<file path="src/rtl/i2s_rx_if.sv">
// I2S receiver bus: synchronized serial inputs in,
// assembled stereo samples and status pulses out.
interface i2s_rx_if #(
    parameter int DATA_WIDTH = 16
);
    logic                  bclk_rise;
    logic                  lrc_rise;
    logic                  lrc_fall;
    logic                  adcdat;
    logic [DATA_WIDTH-1:0] left_data;
    logic [DATA_WIDTH-1:0] right_data;
    logic                  data_valid;
    logic                  frame_err;

    modport master (
        output bclk_rise,
        output lrc_rise,
        output lrc_fall,
        output adcdat,
        input  left_data,
        input  right_data,
        input  data_valid,
        input  frame_err
    );

    modport slave (
        input  bclk_rise,
        input  lrc_rise,
        input  lrc_fall,
        input  adcdat,
        output left_data,
        output right_data,
        output data_valid,
        output frame_err
    );
endinterface

</file>
<file path="src/rtl/i2s_rx.sv">
// I2S ADC receiver: deserializes left/right words
// and publishes them as a pair once both are whole.
module i2s_rx #(
    parameter int DATA_WIDTH = 16
) (
    input logic  clk_in,
    input logic  rst_n,
    i2s_rx_if.slave bus
);
    localparam int W = DATA_WIDTH;
    localparam logic [5:0] LAST = 6'(DATA_WIDTH);

    typedef enum logic [1:0] {
        IDLE,
        SKIP,
        SHIFT,
        HOLD
    } state_t;

    state_t         state_q, state_d;
    logic           ch_q, ch_d;
    logic [5:0]     cnt_q, cnt_d;
    logic           left_ok_q, left_ok_d;
    logic [W-1:0]   lsr_q, lsr_d;
    logic [W-1:0]   rsr_q, rsr_d;
    logic [W-1:0]   ldat_q, ldat_d;
    logic [W-1:0]   rdat_q, rdat_d;
    logic           valid_q, valid_d;
    logic           ferr_q, ferr_d;

    logic [5:0]     cnt_inc;
    logic           in_word;
    logic           any_edge;
    logic           both_edge;

    // Next state: LRC edges win over bclk; slot bits past the word drop.
    always_comb begin
        state_d   = state_q;
        ch_d      = ch_q;
        cnt_d     = cnt_q;
        left_ok_d = left_ok_q;
        lsr_d     = lsr_q;
        rsr_d     = rsr_q;
        ldat_d    = ldat_q;
        rdat_d    = rdat_q;
        valid_d   = 1'b0;
        ferr_d    = 1'b0;

        cnt_inc   = (cnt_q == 6'h3F) ? cnt_q : cnt_q + 6'd1;
        in_word   = (state_q == SKIP) || (state_q == SHIFT);
        any_edge  = bus.lrc_rise | bus.lrc_fall;
        both_edge = bus.lrc_rise & bus.lrc_fall;

        if (both_edge) begin
            ferr_d    = 1'b1;
            state_d   = IDLE;
            cnt_d     = 6'd0;
            left_ok_d = 1'b0;
        end else if (any_edge) begin
            ferr_d  = in_word;
            if (in_word || bus.lrc_fall) begin
                left_ok_d = 1'b0;
            end
            state_d = SKIP;
            ch_d    = bus.lrc_rise;
            cnt_d   = 6'd0;
        end else if (bus.bclk_rise) begin
            unique case (state_q)
                SKIP: begin
                    state_d = SHIFT;
                    cnt_d   = 6'd0;
                end
                SHIFT: begin
                    cnt_d = cnt_inc;
                    if (ch_q) begin
                        rsr_d = {rsr_q[W-2:0], bus.adcdat};
                    end else begin
                        lsr_d = {lsr_q[W-2:0], bus.adcdat};
                    end
                    if (cnt_inc == LAST) begin
                        state_d = HOLD;
                        if (!ch_q) begin
                            left_ok_d = 1'b1;
                        end else if (left_ok_q) begin
                            valid_d = 1'b1;
                            ldat_d  = lsr_q;
                            rdat_d  = rsr_d;
                        end
                    end
                end
                default: ;
            endcase
        end
    end

    // State and datapath registers.
    always_ff @(posedge clk_in or negedge rst_n) begin
        if (!rst_n) begin
            state_q   <= IDLE;
            ch_q      <= 1'b0;
            cnt_q     <= 6'd0;
            left_ok_q <= 1'b0;
            lsr_q     <= '0;
            rsr_q     <= '0;
            ldat_q    <= '0;
            rdat_q    <= '0;
            valid_q   <= 1'b0;
            ferr_q    <= 1'b0;
        end else begin
            state_q   <= state_d;
            ch_q      <= ch_d;
            cnt_q     <= cnt_d;
            left_ok_q <= left_ok_d;
            lsr_q     <= lsr_d;
            rsr_q     <= rsr_d;
            ldat_q    <= ldat_d;
            rdat_q    <= rdat_d;
            valid_q   <= valid_d;
            ferr_q    <= ferr_d;
        end
    end

    assign bus.left_data  = ldat_q;
    assign bus.right_data = rdat_q;
    assign bus.data_valid = valid_q;
    assign bus.frame_err  = ferr_q;
endmodule

</file>
<file path="src/flat_wrapper.sv">
// flat-port wrapper written by rule: the top's interface ports become plain ports
module i2s_rx_flat 
#(
    parameter int DATA_WIDTH = 16
)
  (clk_in, rst_n, bus_bclk_rise, bus_lrc_rise, bus_lrc_fall, bus_adcdat, bus_left_data, bus_right_data, bus_data_valid, bus_frame_err);
  i2s_rx_if #(.DATA_WIDTH(DATA_WIDTH)) bus_i ();
  input logic clk_in;
  input logic rst_n;
  input wire logic [$bits(bus_i.bclk_rise)-1:0] bus_bclk_rise;
  input wire logic [$bits(bus_i.lrc_rise)-1:0] bus_lrc_rise;
  input wire logic [$bits(bus_i.lrc_fall)-1:0] bus_lrc_fall;
  input wire logic [$bits(bus_i.adcdat)-1:0] bus_adcdat;
  output wire logic [$bits(bus_i.left_data)-1:0] bus_left_data;
  output wire logic [$bits(bus_i.right_data)-1:0] bus_right_data;
  output wire logic [$bits(bus_i.data_valid)-1:0] bus_data_valid;
  output wire logic [$bits(bus_i.frame_err)-1:0] bus_frame_err;
  assign bus_i.bclk_rise = bus_bclk_rise;
  assign bus_i.lrc_rise = bus_lrc_rise;
  assign bus_i.lrc_fall = bus_lrc_fall;
  assign bus_i.adcdat = bus_adcdat;
  assign bus_left_data = bus_i.left_data;
  assign bus_right_data = bus_i.right_data;
  assign bus_data_valid = bus_i.data_valid;
  assign bus_frame_err = bus_i.frame_err;
  i2s_rx #(.DATA_WIDTH(DATA_WIDTH)) u_core (.clk_in(clk_in), .rst_n(rst_n), .bus(bus_i));
endmodule
</file>
<file path="config.mk">
export PLATFORM = sky130hd
export DESIGN_NAME = i2s_rx_flat
export DESIGN_NICKNAME = d
export VERILOG_FILES = /design/src/rtl/i2s_rx_if.sv /design/src/rtl/i2s_rx.sv /design/src/flat_wrapper.sv
export SDC_FILE = /design/constraint.sdc
export NUM_CORES = 1
export LEC_CHECK = 0
export CORE_ASPECT_RATIO = 2
export CORE_UTILIZATION = 35
export CTS_CLUSTER_DIAMETER = 200
export DETAILED_ROUTE_END_ITERATION = 8
export SYNTH_ARGS = -nofsm -noshare
export SYNTH_HDL_FRONTEND = slang
export SYNTH_SLANG_ARGS = --single-unit
</file>
<file path="constraint.sdc">
create_clock -name clk_in -period 2.8 [get_ports clk_in]
set_input_delay 0.56 -clock clk_in [delete_from_list [all_inputs] [get_ports clk_in]]
set_output_delay 0.56 -clock clk_in [all_outputs]
set_load 0.1 [all_outputs]
</file>
==> results of run 1 <==
==> cell type report <==
cell class / count / share of cell area
sequential: 76 / 0.4619
tap: 104 / 0.03160
inverter: 9 / 0.008204
timing repair buffer: 46 / 0.09237
clock buffer: 9 / 0.05469
clock inverter: 7 / 0.01854
multi-input combinational: 150 / 0.3327
==> registers in the layout, summed over array words and instances, names as in the netlist <==
signal and flops:
u_core.bus.right_data 16, u_core.ch_q 1, u_core.rsr_q 16, u_core.bus.left_data 16, u_core.left_ok_q 1, u_core.bus.data_valid 1
u_core.state_q 2, u_core.lsr_q 16, u_core.bus.frame_err 1, u_core.cnt_q 6
==> how the worst max path moves through the flow <==
stage / end / cells past startpoint
6_report: u_core.bus.left_data[0] / 7
5_1_grt: u_core.bus.left_data[1] / 7
4_1_cts: u_core.bus.left_data[15] / 7
3_5_place_dp: u_core.bus.left_data[15] / 7
3_3_place_gp: u_core.bus.right_data[7] / 7
2_1_floorplan: u_core.bus.left_data[0] / 7
==> synth_stat cells <==
library cell  number
nor2_1             8
nand2_1            9
ha_1               4
dfrtp_1           76
nor4_4             1
and3_1             1
and3_2             2
o22ai_1            1
nand4_1            2
nand4_2            1
or2_2              1
buf_6              3
o211ai_1           1
a21oi_1            3
nor4_1             1
or3_2              1
nand3_1            5
or3_1              1
a311oi_1           1
o21ai_0           11
a211oi_1           1
mux2_2            81
o21ai_1            1
nor4b_1            1
nor4b_4            1
nor3_2             1
a32o_1             1
a32oi_1            1
a31oi_1            2
nor3_1             1
and2_2             1
inv_1              9
o21a_1             1
a21o_2             1
buf_2              3
a21boi_0           1
a22o_2             1
clkbuf_1           4
==> kinds of logic (layout without fill, tap and decap cells) <==
group / after synthesis / count (layout) / share of synthesized area
flip-flops: 76 / 76 / 0.5644
AO/OA/AOI/OAI: 27 / 27 / 0.05050
AND/OR/NAND/NOR: 38 / 38 / 0.07055
buffers and inverters: 19 / 71 / 0.02896
adder cells (fa/ha/maj): 4 / 4 / 0.01485
multiplexers: 81 / 81 / 0.2707
==> layer usage <==
layer,up-vias,wire [um],track usage
met4,0,134,0.06737
li1,979,-,-
met2,41,3406,0.2316
met1,1072,2646,0.1703
met5,-,0,0
met3,11,258,0.04146
==> power by group through the flow <==
stage	registers [mW]	clock network [mW]	logic, mW
after global routing	1.13	1.24	0.129
after floorplan	1.15	0	0.0568
after global placement	1.14	0	0.118
after detailed placement	1.14	0	0.120
final	1.12	1.16	0.116
after CTS	1.12	1.19	0.120
==> metrics by stage <==
stage	setup WS, ns	utilization	cell area (um^2)
6_report	0.3058	0.4388	4118
5_1_grt	0.1480	0.4388	4118
4_1_cts	0.3028	0.4388	4118
3_5_place_dp	0.2566	0.4067	3816
3_3_place_gp	0.2775	0.4067	3816
2_1_floorplan	0.4458	-	3369
==> layout by cell type (no fill, tap or decap), types with 2 or more instances in the layout <==
cell              n
buf_12            2
inv_1             9
nor2_1            8
and3_2            2
nand3_1           5
clkdlybuf4s50_1   4
ha_1              4
o21ai_0          11
dfrtp_1          76
buf_4            40
a21oi_1           3
nand2_1           9
mux2_2           81
a31oi_1           2
clkinv_4          2
clkbuf_16         9
nand4_1           2
clkinvlp_4        2
==> worst max-delay path, cell delays in order (launching register included) <==
cell and delay (ns):
dfrtp_1 0.45, ha_1 0.29, and2_2 0.24, nor4b_4 0.29, o22ai_1 0.24, nor4_4 0.24
buf_12 0.25, mux2_2 0.36
==> metrics, run 1 <==
Worst Tran Pin Value roughly 0.94 ns; clk slew on worst S/H paths around 0.06 ns; Leak 2.046 nW; Setup Skew 0.006818 ns; HP Class in -> async; layout cells sized above 1 0.5051; core region area 9384 um^2; switching pwr 0.5491 mW; DPL Wire Length 4326 um; Die W 71.38 um; Area Overhead vs Synth 22.21%; CTS buffer count 9; Max rail drop VDD 0.0004109 V; #FFs+latches synth 76; Critical Path Source u_core.cnt_q[0]; Clk pwr share 0.482; DR vias 2103; Pwr per Cell Area roughly 580 nW/um^2; Clock Sinks 76; worst rel slew slack 0.3755; area leader, netlist dfrtp_1; switch share 0.2293; Period minus WS final 2.494 ns; clock root buffer clkbuf_16; unrepaired setup endpoints after global routing no; placed instance count 385; sequential group share of total power 0.469; drt total wl 6446 um; initial antenna violation count 0; cell-internal power 1.846 mW; Initial Util 0.3591; Hold Worst Slack 0.3741 ns; Iter 0 DRT Violations 74; status finished clean; Tcrit/Tclk final 0.8908; Yosys warning count 0; TNS Setup 0 ns; largest net degree at the start of global routing 77; register-to-register setup slack 0.31 ns; Synth Instances between 200 and 250; ANT cells 0; Logic pwr share 0.049; Post CTS Setup Buffer Count 0; clock tree buffer depth 2; syn_nets 255; Rows 50; reg-to-reg endpoint u_core.bus.left_data[0]; Fin. Hold Viols 0; Overflow after GRT 0; H-tree depth 3; CP arrival approximately 2.7 ns; max-slew violations 0; worst skew pair latency 0.33 ns; synth unique cells 38; origin of the critical flop-to-flop path u_core.cnt_q[0]; Netlist Area Pre-Place 3369 um^2; Pre-antenna DRT Iters 4; CTS tree yes; Die Footprint 10050 um^2; ranking of synthesized cells by area dfrtp_1 (56%), mux2_2 (27%), o21ai_0 (1.6%); type of the worst setup path reg -> reg; startpoint class of the critical path register; FF-to-FF path depth 7; drc violations 0; IO Port Bufs 39; final non-filler cell total 401; Multi-input gate area 1370 um^2; PostCTS Resize Cnt 0; I/O Pins 40; Final ANT Viol Nets 0; Pwr Total 2.395 mW; max cap viols 0; wire per inst around 16 um; synthesized area per cell 13.75 um^2; sequential area share after synthesis 0.5644; GPL Wtd Cong 0.8387; Worst Setup End Kind register; Final #Nets 302; die height 140.8 um; CP max FO 32; area share of the largest cell type after synthesis 0.5644; Via density 5.244; number of global-route vias before repair 2209; Required @ worst endpoint ~3.0 ns; fill cell count between 800 and 900; global-route wire length before repair 10990 um; Tot GR Track Use 0.1421; fmax between 0.4 and 0.5 GHz; FF/Latch Area 1902 um^2; final setup vio count 0; cts hold-fix bufs 0
No activity file was read; power rests on OpenSTA's default activity.
==> run 2: changes to the inputs <==
Settings changed: PLACE_DENSITY_LB_ADDON set to 0.05.
==> run 2 against run 1 <==
Net effect: the run now ends with DRC left; setup slack worse by 0.051 ns; largest power group unchanged; wire length grew 3.1%; clock skew shrank 0.00099 ns; cell count unchanged; global-route usage rose by 0.44 points.
==> metrics, run 2 (synthesized netlist as in run 1, its figures left out) <==
Area Overhead vs Synth 22.73%; Worst Tran Pin Value 0.5087 ns (-0.4280 ns); startpoint class of the critical path register; final non-filler cell total 401 (unchanged); Required @ worst endpoint 3.00 ns (about the same); initial antenna violation count 0 (unchanged); fill cell count 889 (+1.0%); Multi-input gate area 1370 um^2 (unchanged); Clock Sinks 76 (unchanged); I/O Pins 40 (unchanged); Post CTS Setup Buffer Count 0 (unchanged); Iter 0 DRT Violations 60 (-19%); Via density 5.100 (-2.8%); crit-path leading delay family simple AND/OR/NAND/NOR gates; Worst Setup End Kind register; Final #Nets 304 (+0.66%); Critical Path Source u_core.cnt_q[0]; CTS buffer count 9 (unchanged); FF/Latch Area 1902 um^2 (unchanged); Pwr Total 2.377 mW (-0.77%); DPL Wire Length 4482 um (+3.6%); wire per inst 16.57 um (+3.1%); type of the worst setup path reg -> reg; clock tree buffer depth 2 (unchanged); met2 WL 3622 um (+6.3%); HP Class in -> async; status finished with violations; Rows 50 (unchanged); TNS Setup 0 ns (unchanged); Setup Skew 0.005829 ns (-0.0009888 ns); register-to-register setup slack 0.25 ns (-0.05 ns); pre-CTS WS 0.2478 ns (-0.008804 ns); Met3 Wirelength 204 um (-21%); core region area 9384 um^2 (unchanged); unrepaired setup endpoints after global routing no; global-route wire length before repair 11230 um (+2.1%); origin of the critical flop-to-flop path u_core.cnt_q[0]; most common cell after layout, fill and taps aside mux2_2; DR vias 2045 (-2.8%); clock root buffer clkbuf_16; ANT cells 0 (unchanged); failing checks DRC; number of global-route vias before repair 2240 (+1.4%); Tcrit/Tclk final 0.9090 (+0.01825); final setup margin 0.2547 ns (-0.05111 ns); max-slew violations 0 (unchanged); Pwr per Cell Area 574.7 nW/um^2 (-1.2%); Overflow after GRT 0 (unchanged); WL met1 2668 um (+0.83%); Worst Setup EP u_core.bus.right_data[14]; most frequent cells in the layout mux2_2 (81), dfrtp_1 (76), buf_4 (41); cts hold-fix bufs 0 (unchanged); layout cells sized above 1 0.5017 (-0.003367); worst skew pair latency 0.32 ns (about the same); die height 140.8 um (unchanged); Final ANT Viol Nets 0 (unchanged); Max rail drop VDD 0.0003756 V (-8.6%); IO Port Bufs 39 (unchanged); Layout Utilization 0.4407 (+0.001867); CP bufs+invs 1 (unchanged); Initial Util 0.3591 (unchanged); Fin. Hold Viols 0 (unchanged); drt total wl 6644 um (+3.1%); Pre-antenna DRT Iters 6 (+2); Die W 71.38 um (unchanged); top layer in use met4; drc violations 3 (+3); FF-to-FF path depth 7 (unchanged); final setup vio count 0 (unchanged); GPL Wtd Cong 0.7497 (-11%); reg-to-reg endpoint u_core.bus.right_data[14]; cell depth of the worst setup path 7 (unchanged); clk slew on worst S/H paths 0.05 ns (about the same); CP max-delay cell dfrtp_1; Leak 2.062 nW (+0.78%); fmax 0.3929 GHz (-2.0%); largest net degree at the start of global routing 63 (-18%); crit-path cells ha_1, and2_2, nor4b_4, o22ai_1, nor4_4, buf_12, mux2_2; placed instance count 387 (+0.52%); biggest cell delay along the critical path 0.46 ns (about the same); CTS tree yes; H-tree depth 3 (unchanged); Tot GR Track Use 0.1466 (+0.004432); worst rel slew slack 0.6608 (+0.2853); PostCTS Resize Cnt 0 (unchanged); CP max FO 32 (unchanged); CP arrival 2.75 ns (+0.04 ns); Die Footprint 10050 um^2 (unchanged); Period minus WS final 2.545 ns (+0.05111 ns); max cap viols 0 (unchanged)
[run 2: power breakdown]
group          switching, mW  total (mW)  internal [mW]
Sequential           0.00848        1.12           1.11
Combinational         0.0809       0.126         0.0452
Clock                  0.404        1.13          0.727
[run 2: how the worst min path moves through the flow]
stage                                 to  slack [ns]  depth (start not counted)
3_5_place_dp   u_core.bus.right_data[14]        0.44                          1
4_1_cts        u_core.bus.right_data[14]        0.09                          1
2_1_floorplan      u_core.bus.data_valid        0.26                          0
3_3_place_gp            u_core.rsr_q[15]        0.44                          1
5_1_grt         u_core.bus.left_data[11]        0.10                          1
6_report        u_core.bus.left_data[10]         0.1                          1
[run 2: cell type report]
class,instances,share of cell area
Clock inverter,2,0.008472
Timing Repair Buffer,48,0.09864
Multi-Input combinational cell,150,0.3313
Sequential cell,76,0.4599
Tap cell,104,0.03147
Inverter,9,0.008169
Clock buffer,12,0.06203
[run 2: layer usage]
layer  vias up  GRT usage
met5         -          0
met4         0    0.07158
met3         8    0.02931
met2        31     0.2607
met1      1028     0.1631
li1        978          -
[run 2: per-stage QoR]
stage / hold WS [ns] / area, um^2
final: 0.09588 / 4135
after global routing: 0.1008 / 4135
after CTS: 0.08808 / 4135
after detailed placement: 0.4389 / 3844
after global placement: 0.4375 / 3844
after floorplan: 0.2644 / 3369
==> run 3: changes to the inputs <==
Settings changed: CAP_MARGIN set to 20, CTS_BUF_LIST set to sky130_fd_sc_hd__clkbuf_4 sky130_fd_sc_hd__clkbuf_8.
==> run 3 against run 2 <==
Net effect: the flow still finishes with violations (DRC); critical path depth is the same; worst hold slack lost 0.017 ns; cell count is the same; sequential power is essentially flat; count of clock-buffer cells in the layout is the same; fmax is essentially flat; clock power shrank 27%; design area shrank 2.4%; sequential share of layout area grew 1.1 points.
==> metrics, run 3 (synthesized netlist as in run 1, its figures left out) <==
status finished with violations; failing checks DRC; fill cell count 902 (+1.5%); met1 global-route usage 0.1610 (-0.002095); Fin. Hold Viols 0 (unchanged); drt total wl 6623 um (-0.32%); die height 140.8 um (unchanged); Pwr per Cell Area 512.9 nW/um^2 (-11%); Clock Sinks 76 (unchanged); Max rail drop VDD 0.0003576 V (-4.8%); Final #Nets 304 (unchanged); CP arrival 2.76 ns (about the same); CTS buffer count 9 (unchanged); Via density 5.132 (+0.64%); Overflow after GRT 0 (unchanged); Setup Skew 0.009158 ns (+0.003328 ns); max-slew violations 0 (unchanged); M3 GR Usage 0.02716 (-0.002144); Area Overhead vs Synth 19.83%; wire per inst 16.52 um (-0.32%); Logic pwr share 0.061 (+0.008); final setup margin 0.2543 ns (-0.0004070 ns); H-tree depth 3 (unchanged); I/O Pins 40 (unchanged); GRT Max-Usage Layer met2; type of the worst setup path reg -> reg; Required @ worst endpoint 3.02 ns (+0.02 ns); Tcrit/Tclk final 0.9092 (about the same); Clk pwr share 0.400 (-0.076); Critical Path Source u_core.cnt_q[0]; switch share 0.2207 (+0.01303); HP Class in -> async; pre-CTS WS 0.2478 ns (unchanged); layout cells sized above 1 0.5051 (+0.003367); most frequent cells in the layout mux2_2 (81), dfrtp_1 (76), buf_4 (41); ANT cells 0 (unchanged); Tot GR Track Use 0.1456 (-0.0009646); met2 usage 0.2596 (-0.001003); GPL Wtd Cong 0.7497 (unchanged); fmax 0.3928 GHz (about the same); Final ANT Viol Nets 0 (unchanged); clock tree buffer depth 2 (unchanged); Pre-antenna DRT Iters 7 (+1); Initial Util 0.3591 (unchanged); worst rel slew slack 0.6607 (about the same); Worst Setup End Kind register; TNS Setup 0 ns (unchanged); core region area 9384 um^2 (unchanged); startpoint class of the critical path register; Period minus WS final 2.546 ns (+0.0004070 ns); cts hold-fix bufs 0 (unchanged); Die Footprint 10050 um^2 (unchanged); number of global-route vias before repair 2230 (-0.45%); Iter 0 DRT Violations 47 (-22%); DPL Wire Length 4482 um (unchanged); PostCTS Resize Cnt 0 (unchanged); Rows 50 (unchanged); final setup vio count 0 (unchanged); max cap viols 0 (unchanged); IO Port Bufs 39 (unchanged); clk slew on worst S/H paths 0.07 ns (+0.02 ns); Post CTS Setup Buffer Count 0 (unchanged); largest net degree at the start of global routing 63 (unchanged); initial antenna violation count 0 (unchanged); DR vias 2058 (+0.64%); most common cell after layout, fill and taps aside mux2_2; clock root buffer clkbuf_8; sequential group share of total power 0.539 (+0.068); unrepaired setup endpoints after global routing no; cell-internal power 1.614 mW (-14%); worst skew pair latency 0.33 ns (about the same); CTS tree yes; Worst Tran Pin Value 0.5089 ns (+0.0001612 ns); Die W 71.38 um (unchanged); switching pwr 0.4571 mW (-7.4%); drc violations 3 (unchanged); Leak 2.019 nW (-2.1%); origin of the critical flop-to-flop path u_core.cnt_q[0]; global-route wire length before repair 11090 um (-1.2%); CP max FO 32 (unchanged)
## run 3: cell counts in the layout (fill, tap and decap cells not counted)
Identical to the previous run, type by type.
## run 3: worst paths after layout
path	endpoint	slack [ns]	cells after the start
min reg2reg	u_core.rsr_q[15]	0.51	1
max in group asynchronous	u_core.bus.left_data[1]	2.12	2
min	u_core.bus.left_data[10]	0.08	1
max	u_core.bus.right_data[14]	0.25	7
min in group clk_in	u_core.rsr_q[15]	0.51	1
max reg2reg	u_core.bus.right_data[14]	0.25	7
## run 3: final cells by class
type	instances	area (um^2)	share of cell area
Clock buffer	12	158.9	0.03936
Multi-Input combinational cell	150	1370	0.3393
Tap cell	104	130.1	0.03223
Clock inverter	2	35.03	0.008677
Timing Repair Buffer	48	407.9	0.1010
Inverter	9	33.78	0.008367
Sequential cell	76	1902	0.4710
## run 3: per-stage QoR
stage	power, mW	hold slack (ns)	std cells	utilization	instance area [um^2]
after floorplan	1.209	0.2644	245	-	3369
after global placement	1.270	0.4375	387	0.4096	3844
after detailed placement	1.270	0.4389	387	0.4096	3844
after CTS	2.114	0.06260	401	0.4303	4038
after global routing	2.163	0.07661	401	0.4303	4038
final	2.071	0.07930	401	0.4303	4038
## run 3: power groups by stage
stage / clock, mW / sequential [mW] / combinational (mW)
floorplan: 0 / 1.15 / 0.0568
detailed placement: 0 / 1.14 / 0.131
CTS: 0.865 / 1.12 / 0.131
global placement: 0 / 1.14 / 0.131
finish: 0.828 / 1.12 / 0.126
global route: 0.903 / 1.12 / 0.142
## run 3: routing by layer
layer	vias up	share of wire
met2	35	0.54
met1	1032	0.41
met4	0	0.023
met3	8	0.031
met5	-	0
li1	983	-
## run 3: critical path: stages (launching register included)
cell and delay (ns):
dfrtp_1 0.47, ha_1 0.30, and2_2 0.24, nor4b_4 0.31, o22ai_1 0.24, nor4_4 0.24, buf_12 0.25, mux2_2 0.36
==> RTL change 1: new RTL, settings of run 1 <==
Take the reset off `rdat_q` and load it in a clocked block of its own.
--- a/src/rtl/i2s_rx.sv
+++ b/src/rtl/i2s_rx.sv
@@ -104,5 +104,4 @@
             rsr_q     <= '0;
             ldat_q    <= '0;
-            rdat_q    <= '0;
             valid_q   <= 1'b0;
             ferr_q    <= 1'b0;
@@ -115,8 +114,11 @@
             rsr_q     <= rsr_d;
             ldat_q    <= ldat_d;
-            rdat_q    <= rdat_d;
             valid_q   <= valid_d;
             ferr_q    <= ferr_d;
         end
+    end
+
+    always_ff @(posedge clk_in) begin
+        rdat_q <= rdat_d;
     end
 
Formal check against the unedited RTL: same outputs for any inputs over 10 cycles, from zero or initial values and one cycle with rst_n low; that may be too few to reach the edited logic, so the function may still have changed.
==> RTL change 1 against run 1 <==
Core utilization is 0.92 points higher. Final cell count is 6.0% lower. Wire length is 2.2% lower. Combinational power is 3% higher. Area after synthesis is 3.0% lower. Synthesized cell count is 9.8% lower. Worst setup slack worse by 120 ps. Design area is 1.9% lower. Sequential cell count stayed put. Power is 0.98% higher.
==> RTL change 1: results <==
export IMPL_grt_pass1_vias=2079
export IMPL_synthTopCellsByArea="dfrtp_1 (46%), mux2_2 (19%), edfxtp_1 (15%)"
export IMPL_synth_main_ff_cell="dfrtp_1"
export IMPL_synth_xor_area_frac=0.00536
export IMPL_drive_gt1_frac=0.473
export IMPL_startpoint="u_core.cnt_q[0]"
export IMPL_grt_pass1_wl_um=10700
export IMPL_timing_final_crit_period_ps=2610
export IMPL_power_leakage_uw=0.00187
export IMPL_synth_top_cells_by_count="dfrtp_1 (60), mux2_2 (56), edfxtp_1 (16)"
export IMPL_grt_max_degree=33
export IMPL_synth_compound_area_frac=0.0532
export IMPL_gp_congestion=0.801
export IMPL_grt_usage=0.145
export IMPL_vias=1950
export IMPL_p_clk_frac=0.476
export IMPL_via_per_inst=5.17
export IMPL_outcome="finished clean"
export IMPL_synth_edff_count=16
export IMPL_cts_root_buf="clkbuf_16"
export IMPL_place_ws_ps=218
export IMPL_reg2reg_slack_ps=190
export IMPL_firstDrtPassIters=4
export IMPL_post_dp_cell_area_sq_um=3740
export IMPL_cts_buffers=9
export IMPL_powerDensity_nw_per_um2=599
export IMPL_wl_per_cell_um=16.7
export IMPL_utilization=0.448
export IMPL_r2r_cells=7
export IMPL_dpl_hpwl_um=4340
export IMPL_fin_skew_ps=8.71
export IMPL_ys_types=37
export IMPL_reg2reg_from="u_core.cnt_q[0]"
export IMPL_fill_cells=826
export IMPL_vdd_drop_max_uv=328
export IMPL_syn_avg_cell_area_sq_um=14.8
export IMPL_antenna_found_initial=0
export IMPL_async_reset_ff_frac=0.789
export IMPL_holdWs_ps=257
export IMPL_critPathCapture="u_core.bus.left_data[4]"
export IMPL_cp_data_arrival_time_ps=2820
export IMPL_cts_setup_buffers=0
export IMPL_drtIter0Drc=102
export IMPL_nets=280
export IMPL_cts_resized=0
export IMPL_clock_latency_ps=340
export IMPL_muxShareOfSynthArea=0.237
export IMPL_synthAdderAreaFrac=0.0153
export IMPL_dp_cells=361
export IMPL_relSlewSlack=0.547
export IMPL_syn_nets=231
export IMPL_yosysSeqAreaShare=0.607
export IMPL_p_sw_uw=540
==> RTL change 1: cell count changes after synthesis, moves of 3 or more <==
cell      change
edfxtp_1     +16
dfrtp_1      -16
mux2_2       -25
buf_6         -3
mux2_4        +9
==> RTL change 1: worst max-delay path, stage by stage (launching register included) <==
cell and delay (ps):
dfrtp_1 440, ha_1 300, nand3_2 140, mux2i_1 210
or4_4 570, nor3_4 210, buf_12 250, mux2_2 350
==> RTL change 1: final cells by class <==
class / instances / share of cell area
clock buffer: 9 / 0.0558
inverter: 8 / 0.00744
clock inverter: 7 / 0.0183
tap: 102 / 0.0316
multi-input combinational: 130 / 0.301
timing repair buffer: 45 / 0.0948
sequential: 76 / 0.491
==> RTL change 1: layer usage <==
metal / vias up / wire [um] / global-route usage
met5: - / 0 / 0
met4: 0 / 165 / 0.0989
met3: 11 / 194 / 0.0298
met2: 39 / 3540 / 0.249
met1: 987 / 2400 / 0.156
li1: 913 / - / -
==> RTL change 2: new RTL, flow settings as in run 1 <==
Made on the original files. `DATA_WIDTH` is set to 16 in 3 places; all go to 32.
--- a/src/rtl/i2s_rx_if.sv
+++ b/src/rtl/i2s_rx_if.sv
@@ -2,5 +2,5 @@
 // assembled stereo samples and status pulses out.
 interface i2s_rx_if #(
-    parameter int DATA_WIDTH = 16
+    parameter int DATA_WIDTH = 32
 );
     logic                  bclk_rise;
--- a/src/rtl/i2s_rx.sv
+++ b/src/rtl/i2s_rx.sv
@@ -2,5 +2,5 @@
 // and publishes them as a pair once both are whole.
 module i2s_rx #(
-    parameter int DATA_WIDTH = 16
+    parameter int DATA_WIDTH = 32
 ) (
     input logic  clk_in,
--- a/src/flat_wrapper.sv
+++ b/src/flat_wrapper.sv
@@ -2,5 +2,5 @@
 module i2s_rx_flat 
 #(
-    parameter int DATA_WIDTH = 16
+    parameter int DATA_WIDTH = 32
 )
   (clk_in, rst_n, bus_bclk_rise, bus_lrc_rise, bus_lrc_fall, bus_adcdat, bus_left_data, bus_right_data, bus_data_valid, bus_frame_err);
Interface: changed (resized bus_left_data and bus_right_data); port bits go from 40 to 72. The function was not compared with the original's and may differ.
==> RTL change 2 against run 1 <==
Sequential cell count increased by 64. Power rose by 84%. Critical path depth stayed put. Design area grew 76%. Area after synthesis grew 74%. Final cell count rose by 72%. Wire length is 69% higher. Worst setup slack improved by 130 ps. Critical endpoint is now u_core.bus.right_data[5].
==> RTL change 2: results <==
export IMPL_outcome="finished clean"
export IMPL_worst_pin_slew_ps=695
export IMPL_holdWs_ps=167
export IMPL_drive_gt1_frac=0.485
export IMPL_use_met2=0.256
export IMPL_sw_frac_of_total=0.222
export IMPL_synth_compound_area_frac=0.0264
export IMPL_seq_cells=140
export IMPL_grt_use_met1=0.148
export IMPL_buffers=81
export IMPL_dpl_hpwl_um=7180
export IMPL_dp_cells=657
export IMPL_numPortBuffers=71
export IMPL_fill_cells=1553
export IMPL_via_per_inst=4.89
export IMPL_utilization=0.444
export IMPL_inverters_excl_clock=4
export IMPL_htreeDepth=4
export IMPL_dr_wl_met2_um=6150
export IMPL_drtIter0Drc=188
export IMPL_muxShareOfSynthArea=0.310
export IMPL_fin_skew_ps=7.94
export IMPL_routed_wl_um=10900
export IMPL_syn_avg_cell_area_sq_um=15.0
export IMPL_grt_pass1_wl_um=18500
export IMPL_place_ws_ps=176
export IMPL_num_multi_input_gates=228
export IMPL_syn_nets=402
export IMPL_grt_max_degree=73
export IMPL_path_max_fanout=49
export IMPL_nets=482
export IMPL_regArea_sq_um=3500
export IMPL_nonClkBufAreaFrac=0.0925
export IMPL_grt_pass1_vias=3713
export IMPL_multi_input_area_share=0.308
export IMPL_wl_met3_um=402
[RTL change 2: changes by cell type after synthesis, moves of 5 or more]
cell | before | now
dfrtp_1 | 76 | 140
inv_1 | 9 | 4
mux2_1 | 0 | 37
mux2_2 | 81 | 124
nor2_1 | 8 | 3
[RTL change 2: critical path, stage by stage (launching register included)]
cell     delay [ps]
dfrtp_1         430
ha_1            280
nand2_1         120
mux2i_1         240
a31oi_1         190
nor3_4          260
buf_12          270
mux2_2          380
[RTL change 2: worst max-delay path by stage]
stage                               start                         to  slack [ps]
final                     u_core.cnt_q[0]   u_core.bus.right_data[5]         430
after global routing      u_core.cnt_q[0]   u_core.bus.right_data[5]         230
after CTS                 u_core.cnt_q[0]   u_core.bus.right_data[5]         420
after detailed placement     bus_lrc_fall   u_core.bus.left_data[29]         180
after global placement       bus_lrc_fall   u_core.bus.right_data[4]         200
after floorplan              bus_lrc_fall  u_core.bus.right_data[15]         460
